`src/rtl/ram_port_arbiter.sv`:
```
// Shares the single SRAM misc/CPU port between ioctl download writes (FIFO-buffered),
// wd1793 track-buffer reads and Z80 memory cycles, with CPU anti-starvation and timeout.
module ram_port_arbiter #(
    parameter int unsigned ADDR_W    = 25,
    parameter int unsigned DEPTH     = 4,
    parameter int unsigned TIMEOUT   = 63,
    parameter int unsigned MAX_BURST = 2
) (
    input  logic              clk_sys,
    input  logic              reset,
    input  logic              cpu_req,
    input  logic              cpu_we,
    input  logic [ADDR_W-1:0] cpu_addr,
    input  logic [7:0]        cpu_din,
    output logic [7:0]        cpu_dout,
    output logic              cpu_busy,
    input  logic              fdd_req,
    input  logic [ADDR_W-1:0] fdd_addr,
    output logic [7:0]        fdd_dout,
    output logic              fdd_ack,
    input  logic              misc_wr,
    input  logic [ADDR_W-1:0] misc_addr,
    input  logic [7:0]        misc_din,
    output logic              misc_full,
    output logic              misc_ovf,
    output logic [ADDR_W-1:0] mem_addr,
    output logic [7:0]        mem_din,
    output logic              mem_we,
    output logic              mem_rd,
    input  logic [7:0]        mem_dout,
    input  logic              mem_ready,
    output logic              err
);

    localparam int unsigned PTR_W   = $clog2(DEPTH) + 1;
    localparam int unsigned IDX_W   = PTR_W - 1;
    localparam int unsigned TIMER_W = $clog2(TIMEOUT + 1);
    localparam int unsigned BURST_W = $clog2(MAX_BURST + 1);

    typedef enum logic [1:0] {StIdle, StIssue, StWait} state_e;
    typedef enum logic [1:0] {GntNone, GntCpu, GntFdd, GntMisc} grant_e;

    state_e              state_q, state_d;
    grant_e              grant_q, grant_d;
    logic                cpu_req_q;
    logic                cpu_pend_q;
    logic                cpu_we_q;
    logic [ADDR_W-1:0]   cpu_addr_q;
    logic [7:0]          cpu_din_q;
    logic                fdd_pend_q;
    logic [ADDR_W-1:0]   fdd_addr_q;
    logic [ADDR_W-1:0]   fifo_addr_q [DEPTH];
    logic [7:0]          fifo_data_q [DEPTH];
    logic [PTR_W-1:0]    wr_ptr_q, rd_ptr_q;
    logic [BURST_W-1:0]  burst_q, burst_d;
    logic [TIMER_W-1:0]  timer_q, timer_d;
    logic [ADDR_W-1:0]   mem_addr_q, mem_addr_d;
    logic [7:0]          mem_din_q, mem_din_d;
    logic                mem_wsel_q, mem_wsel_d;
    logic [7:0]          cpu_dout_q;
    logic [7:0]          fdd_dout_q;
    logic                fdd_ack_q;
    logic                misc_ovf_q;
    logic                err_q;

    logic cpu_rise;
    logic fifo_empty;
    logic fifo_full;
    logic push;
    logic pop;
    logic complete;
    logic abort;

    assign cpu_rise   = cpu_req & ~cpu_req_q;
    assign fifo_empty = (wr_ptr_q == rd_ptr_q);
    assign fifo_full  = (wr_ptr_q[PTR_W-1] != rd_ptr_q[PTR_W-1]) &&
                        (wr_ptr_q[IDX_W-1:0] == rd_ptr_q[IDX_W-1:0]);
    assign push       = misc_wr & ~fifo_full;

    always_comb begin
        state_d    = state_q;
        grant_d    = grant_q;
        burst_d    = cpu_pend_q ? burst_q : '0;
        timer_d    = timer_q;
        mem_addr_d = mem_addr_q;
        mem_din_d  = mem_din_q;
        mem_wsel_d = mem_wsel_q;
        pop        = 1'b0;
        complete   = 1'b0;
        abort      = 1'b0;
        case (state_q)
            StIdle: begin
                // Forced CPU slot once MAX_BURST other grants went by while it waited.
                if (cpu_pend_q && burst_q == BURST_W'(MAX_BURST)) grant_d = GntCpu;
                else if (!fifo_empty)                             grant_d = GntMisc;
                else if (fdd_pend_q)                              grant_d = GntFdd;
                else if (cpu_pend_q)                              grant_d = GntCpu;
                else                                              grant_d = GntNone;
                case (grant_d)
                    GntCpu: begin
                        mem_addr_d = cpu_addr_q;
                        mem_din_d  = cpu_din_q;
                        mem_wsel_d = cpu_we_q;
                        burst_d    = '0;
                    end
                    GntMisc: begin
                        mem_addr_d = fifo_addr_q[rd_ptr_q[IDX_W-1:0]];
                        mem_din_d  = fifo_data_q[rd_ptr_q[IDX_W-1:0]];
                        mem_wsel_d = 1'b1;
                        pop        = 1'b1;
                        if (cpu_pend_q) burst_d = burst_q + BURST_W'(1);
                    end
                    GntFdd: begin
                        mem_addr_d = fdd_addr_q;
                        mem_din_d  = '0;
                        mem_wsel_d = 1'b0;
                        if (cpu_pend_q) burst_d = burst_q + BURST_W'(1);
                    end
                    default: ;
                endcase
                if (grant_d != GntNone) state_d = StIssue;
            end
            StIssue: begin
                timer_d = '0;
                state_d = StWait;
            end
            StWait: begin
                if (mem_ready) begin
                    complete = 1'b1;
                    state_d  = StIdle;
                end else if (timer_q == TIMER_W'(TIMEOUT - 1)) begin
                    abort   = 1'b1;
                    state_d = StIdle;
                end else begin
                    timer_d = timer_q + TIMER_W'(1);
                end
            end
            default: state_d = StIdle;
        endcase
    end

    always_ff @(posedge clk_sys) begin
        if (reset) begin
            state_q    <= StIdle;
            grant_q    <= GntNone;
            cpu_req_q  <= 1'b0;
            cpu_pend_q <= 1'b0;
            cpu_we_q   <= 1'b0;
            cpu_addr_q <= '0;
            cpu_din_q  <= '0;
            fdd_pend_q <= 1'b0;
            fdd_addr_q <= '0;
            wr_ptr_q   <= '0;
            rd_ptr_q   <= '0;
            burst_q    <= '0;
            timer_q    <= '0;
            mem_addr_q <= '0;
            mem_din_q  <= '0;
            mem_wsel_q <= 1'b0;
            cpu_dout_q <= 8'hFF;
            fdd_dout_q <= '0;
            fdd_ack_q  <= 1'b0;
            misc_ovf_q <= 1'b0;
            err_q      <= 1'b0;
        end else begin
            state_q    <= state_d;
            grant_q    <= grant_d;
            burst_q    <= burst_d;
            timer_q    <= timer_d;
            mem_addr_q <= mem_addr_d;
            mem_din_q  <= mem_din_d;
            mem_wsel_q <= mem_wsel_d;
            cpu_req_q  <= cpu_req;

            if (cpu_rise) begin
                cpu_pend_q <= 1'b1;
                cpu_we_q   <= cpu_we;
                cpu_addr_q <= cpu_addr;
                cpu_din_q  <= cpu_din;
            end else if ((complete || abort) && grant_q == GntCpu) begin
                cpu_pend_q <= 1'b0;
            end

            if (fdd_req) begin
                fdd_pend_q <= 1'b1;
                fdd_addr_q <= fdd_addr;
            end else if ((complete || abort) && grant_q == GntFdd) begin
                fdd_pend_q <= 1'b0;
            end

            if (push) wr_ptr_q <= wr_ptr_q + PTR_W'(1);
            if (pop)  rd_ptr_q <= rd_ptr_q + PTR_W'(1);
            if (misc_wr && fifo_full) misc_ovf_q <= 1'b1;

            if (grant_q == GntCpu && !mem_wsel_q) begin
                if (complete)   cpu_dout_q <= mem_dout;
                else if (abort) cpu_dout_q <= 8'hFF;
            end

            fdd_ack_q <= (complete || abort) && grant_q == GntFdd;
            if (grant_q == GntFdd) begin
                if (complete)   fdd_dout_q <= mem_dout;
                else if (abort) fdd_dout_q <= 8'hFF;
            end

            if (abort) err_q <= 1'b1;
        end
    end

    // Storage needs no reset; the pointers define what is valid.
    always_ff @(posedge clk_sys) begin
        if (push) begin
            fifo_addr_q[wr_ptr_q[IDX_W-1:0]] <= misc_addr;
            fifo_data_q[wr_ptr_q[IDX_W-1:0]] <= misc_din;
        end
    end

    assign cpu_busy  = cpu_pend_q | (grant_q == GntCpu && state_q != StIdle) | cpu_rise;
    assign cpu_dout  = cpu_dout_q;
    assign fdd_dout  = fdd_dout_q;
    assign fdd_ack   = fdd_ack_q;
    assign misc_full = fifo_full;
    assign misc_ovf  = misc_ovf_q;
    assign mem_addr  = mem_addr_q;
    assign mem_din   = mem_din_q;
    assign mem_we    = (state_q == StIssue) && mem_wsel_q;
    assign mem_rd    = (state_q == StIssue) && !mem_wsel_q;
    assign err       = err_q;

endmodule
```
`config.mk`:
```
export PLATFORM = sky130hd
export DESIGN_NAME = ram_port_arbiter
export DESIGN_NICKNAME = d
export VERILOG_FILES = /design/src/rtl/ram_port_arbiter.sv
export SDC_FILE = /design/constraint.sdc
export NUM_CORES = 1
export LEC_CHECK = 0
export ABC_AREA = 1
export CORE_MARGIN = 2
export CORE_UTILIZATION = 45
export DETAILED_ROUTE_END_ITERATION = 7
export PLACE_DENSITY_LB_ADDON = 0.1
export SYNTH_ARGS = -nofsm -noshare
export SYNTH_HDL_FRONTEND = slang
export SYNTH_SLANG_ARGS = --single-unit
```
`constraint.sdc`:
```
create_clock -name clk_sys -period 6.07 [get_ports clk_sys]
set_input_delay 0.9105 -clock clk_sys [delete_from_list [all_inputs] [get_ports clk_sys]]
set_output_delay 0.9105 -clock clk_sys [all_outputs]
set_load 0.02 [all_outputs]
```
-- Word-level counts from Yosys, hierarchy flattened
Memory sizes are Yosys's and may differ from the RTL's. A register that Yosys moved wholly into a read port is not among the register bits.
Cells that the tools add are included.
Widths: inputs -> output; s select.
- register bits: 133
- RAM bits: 132
- output and inout port bits: 56
- word-level logic and storage cells: 112
- memories: 2
- add/subtract/negate cells: 4
- equality and inequality tests: 16
- muxes and demuxes: 38
- bitwise operators: 6
- reductions and logical operators: 25
- memory list (memory ; depth ; width ; read ports ; clocked after Yosys merged registers in ; wr ports ; line ; source):
    fifo_addr_q ; 4 ; 25 ; 1 ; 1 ; 1 ; 52 ; logic [ADDR_W-1:0] fifo_addr_q [DEPTH];
    fifo_data_q ; 4 ; 8 ; 1 ; 1 ; 1 ; 53 ; logic [7:0] fifo_data_q [DEPTH];
- operators by type and width (operator ; count):
    $pmux 25 s3 ; 1
    $mux 2 ; 14
    $pmux 8 s3 ; 1
    $mux 8 ; 2
    $mux 1 ; 14
    $mux 6 ; 2
    $pmux 6 s2 ; 1
    $reduce_bool 2->1 ; 6
    $eq 2x2->1 const B ; 5
    $logic_and 1x1->1 ; 9
    $reduce_and 2->1 ; 4
    $add 3x1->3 const B ; 2
    $add 6x1->6 const B ; 1
    $eq 2x1->1 const B ; 3
    $eq 6x6->1 const B ; 1
    $ne 2x2->1 const B ; 3
    $pmux 2 s3 ; 1
    $pmux 2 s2 ; 1
    $eq 3x3->1 ; 1
    $ne 3x3->1 const B ; 1
    $pmux 1 s3 ; 1
    $reduce_and 3->1 ; 1
    $reduce_bool 3->1 ; 1
    $add 2x1->2 const B ; 1
    9 further kinds ; 12

-- Depth between registers and ports, before layout
- word-level depth: 10
- gate-level depth with buffers: 12
- mapped depth without buffers: 11

-- Least setup slack after synthesis
OpenSTA, ideal clock, no wires.
- kind: in2reg
- start point: input port misc_wr
- end point: memory fifo_addr_q[3][0], enable pin
- arrival: 2498 ps
- path slack: 3147 ps
- cell stages on the path: 2
- path buffers: 0
- path through: nand2_1 nor2_1
- longest elaborated chain between the ends: 3
- RTL lines (element ; line ; source):
    start, declared ; 21 ; input logic misc_wr,
    $and 1x1->1 ; 78 ; assign push = misc_wr & ~fifo_full;
    $mux 1 ; 212 ; if (push) begin
    $mux 1 (not written as such) ; 213 ; fifo_addr_q[wr_ptr_q[IDX_W-1:0]] <= misc_addr;
    end, declared ; 52 ;
Every way passes these cells.

-- Worst setup path in the final report
- start point: input port cpu_req
- end point: output port cpu_busy
- longest elaborated chain between the ends: 2
- RTL lines (element ; line ; source):
    start, declared ; 11 ; input logic cpu_req,
    $and 1x1->1 ; 74 ; assign cpu_rise = cpu_req & ~cpu_req_q;
    $or 1x1->1 ; 218 ; assign cpu_busy = cpu_pend_q | (grant_q == GntCpu && state_q != StIdle) | cpu_rise;
    end, declared ; 16 ; output logic cpu_busy,
Every way passes these cells.

==> results.yml <==
detailed_routing:
  ant_nets: 0
  route.layer.met1.wl_um: 12800
  wl_met2_um: 11600
  vias_per_cell: 4.93
  post_detailed_route_drc_marker_count: 0
  first_iter_violations: 601
  first_pass_iters: 5
  met3_wirelength_um: 1180
  drt_wl_total_um: 26000
  vias: 8302
  wire_per_inst_um: 15.4
  top_signal_layer_used: "met4"
pwr:
  fin_total_pwr_mw: 6.04
  p_leak_nw: 5.38
  pwr-share-seq_pct: 36.8
  clockPowerShare_pct: 30.5
  internal_power_mw: 3.92
  power-per-cell-area_nw_per_um2: 442
  p_sw_mw: 2.11
  ir_drop_uv: 223
  share_comb_of_total_power_pct: 32.8
  power.switching_fraction_pct: 35.0
timing:
  finalCriticalPeriod_ns: 3.55
  layout_worst_path_cycle_share_pct: 58.4
  setup_viol: 0
  fin_hold_ws_ns: 0.448
  timing.setup.tns_ns: 0
  setup_ws_final_ns: 2.52
  setup_repair_after_global_routing_missed_its_margin: "false"
  worst-slew-pin-transition_ns: 1.16
  skew_ns: 0.0166
  max_freq_mhz: 282
  worst_slew_margin_rel_pct: 22.7
  final-hold-violation-count: 0
  final_max_slew_viol_count: 0
floorplanning:
  dieArea_um2: 25400
  die_y_um: 159
  floorplan.initialDensity_pct: 46.1
  core-area_um2: 23500
  placementRows: 56
  top_level_ports: 162
  horizontal_die_dimension_um: 159
setup_path:
  cpMostUsedCell: "sky130_fd_sc_hd__clkdlybuf4s50_1"
  type_of_element_capturing_the_critical_path: "primary output"
  rrSetupSlack_ns: 3.49
  crit_slowest_cell: "sky130_fd_sc_hd__clkdlybuf4s50_1"
  critical_path_cell_list: "clkdlybuf4s50_1, inv_1, nor2_2, buf_4, clkinv_1, nand3_1, clkdlybuf4s50_1"
  worstReg2RegEnd: "mem_addr[15]"
  criticalPathCategory: "primary input to primary output"
  reg2reg_depth: 10
  critical_path.startpoint_type: "primary input"
  crit_fanout: 26
  critical_path_arrival_ns: 2.64
  critical_path_required_ns: 5.16
  slowest_delay_ns: 0.62
cts:
  cts_buffer_depth: 3
  cts_buffers: 29
  tritoncts: "built"
  cts.repair_timing.setup_buffer_count: 0
  cts_resized: 0
  htree_num_levels: 1
  cts.sinks: 267
  clock_network_latency_to_the_later_pin_of_the_worst_skew_pair_ns: 0.55
  worst_setup_hold_path_clk_slew_ns: 0.06
  clock-root-buffer: "sky130_fd_sc_hd__clkbuf_16"
  hold_buffers: 0
finish:
  layout_commonest_cell: "sky130_fd_sc_hd__nand2_1"
  final-instance-count-excl-fill: 1683
  layout-area-overhead-vs-synth_pct: 25.9
  drive_gt1_share_pct: 6.74
  final_cell_mix: "226 x sky130_fd_sc_hd__nand2_1, 201 x sky130_fd_sc_hd__nor2_1, 160 x sky130_fd_sc_hd__clkdlybuf4s50_1, 134 x sky130_fd_sc_hd__dfxtp_1, 132 x sky130_fd_sc_hd__edfxtp_1"
  antenna_cells_inserted: 0
  nNetsFinal: 1455
yosys:
  synth_top_cells_by_area: "sky130_fd_sc_hd__edfxtp_1 37%, sky130_fd_sc_hd__dfxtp_1 25%, sky130_fd_sc_hd__nand2_1 7.8%"
  synthesis.area_per_instance_um2: 9.02
  synth.ff_latch_count: 267
  synthDominantAreaCellType: "sky130_fd_sc_hd__edfxtp_1"
  post_syn_area_um2: 10900
  synth.distinct_cells: 29
  synth_cells: 1203
  postSynthNetCount: 1317
  synth_seq_area_share_pct: 61.4
  synthDominantCellAreaShare_pct: 36.5
  ys.warnings.count: 0
status:
  run_status: "completed"
min_path:
  worst_hold_path_startpoint: "fdd_dout[0]"
  hold-path-cell-count: 2
  hold-path-endpoint: "fdd_dout[0]"
  min_path_type: "flop to flop"
global_routing:
  grt_pass1_wl_um: 41600
  grt_remaining_overflow: 0
  gr-usage-all-layers_pct: 20.1
  grt_pass1_vias: 7720
  antenna_found_initial: 0
  grt_max_degree: 86
place:
  place.detailed.instances: 1629
  place_worst_setup_slack_ns: 2.52
  portBuffers: 161
  gp_congestion: 0.791
  place.detailed.hpwl_um: 16200
flow_run:
  max_cap_viol_count: 0
## synth_stat cells
cell type and instances:
sky130_fd_sc_hd__nand3_4 1, sky130_fd_sc_hd__or2_2 8, sky130_fd_sc_hd__nor2_8 1, sky130_fd_sc_hd__and3_1 1, sky130_fd_sc_hd__nor2_2 1, sky130_fd_sc_hd__nand2_1 226
sky130_fd_sc_hd__clkinv_1 2, sky130_fd_sc_hd__o22ai_1 10, sky130_fd_sc_hd__buf_2 19, sky130_fd_sc_hd__o21ai_0 105, sky130_fd_sc_hd__nor3_1 1, sky130_fd_sc_hd__o21ai_1 11
sky130_fd_sc_hd__edfxtp_1 132, sky130_fd_sc_hd__nand2_2 7, sky130_fd_sc_hd__buf_1 6, sky130_fd_sc_hd__buf_4 2, sky130_fd_sc_hd__inv_2 8, sky130_fd_sc_hd__ha_1 8
sky130_fd_sc_hd__nand4_1 27, sky130_fd_sc_hd__clkbuf_1 30, sky130_fd_sc_hd__buf_6 5, sky130_fd_sc_hd__a21oi_2 1, sky130_fd_sc_hd__nand2_4 3, sky130_fd_sc_hd__nor2_4 1
sky130_fd_sc_hd__nor2_1 206, sky130_fd_sc_hd__a21oi_1 59, sky130_fd_sc_hd__inv_1 97, sky130_fd_sc_hd__nand3_1 90, sky130_fd_sc_hd__dfxtp_1 135
## how the worst max path moves through the flow
stage	end	slack (ns)	startpoint	cells after the start
2_1_floorplan	fifo_addr_q[3][0]	3.15	misc_wr	2
3_3_place_gp	cpu_busy	2.49	cpu_req	7
3_5_place_dp	cpu_busy	2.52	cpu_req	7
4_1_cts	cpu_busy	2.51	cpu_req	7
5_1_grt	cpu_busy	2.35	cpu_req	7
6_report	cpu_busy	2.52	cpu_req	7
## through the flow
step | utilization, % | area (µm²)
after CTS | 58.0 | 13700
after global placement | 53.7 | 12600
after global routing | 58.0 | 13700
final | 58.0 | 13700
after detailed placement | 53.7 | 12600
after floorplan | - | 10900
## critical path: cells and delay by family
kind | cells | cell delay [ns]
buf+inv | 5 | 1.54
simple gates | 2 | 0.17
## cell type report
class,instances,area [µm²]
multi-input cells,767,3510
clock inverters,12,205
clock buffers,42,805
repair buffers,169,1670
fillers,2143,9880
inverters,107,402
flip-flops and latches,267,6670
well taps,319,399
## kinds of logic after synthesis
logic type,share of synthesized area (%)
buffers and inverters,6.48
adder cells (fa/ha/maj),0.922
AO/OA/AOI/OAI,8.73
flip-flops,61.4
AND/OR/NAND/NOR,22.4
## power by group through the flow
stage	sequential, mW	combinational (mW)	clock (mW)
floorplan	2.38	1.18	0
global placement	2.25	1.97	0
detailed placement	2.26	1.98	0
CTS	2.22	1.99	1.87
global route	2.24	2.22	1.94
finish	2.22	1.98	1.84
## sequential cells by signal (all words and copies together), names as in the netlist, 3 cells and up, named ones only
name         flops
fifo_addr_q    100
fifo_data_q     32
cpu_addr_q      25
fdd_addr_q      25
mem_addr        25
cpu_din_q        8
cpu_dout         8
fdd_dout         8
mem_din          8
timer_q          6
rd_ptr_q         3
wr_ptr_q         3
## routing by layer
layer	GRT usage, %	vias up
li1	-	4247
met1	29.7	3835
met2	31.4	185
met3	2.94	35
met4	4.55	0
met5	0	-
No activity file was read; power rests on OpenSTA's default activity.
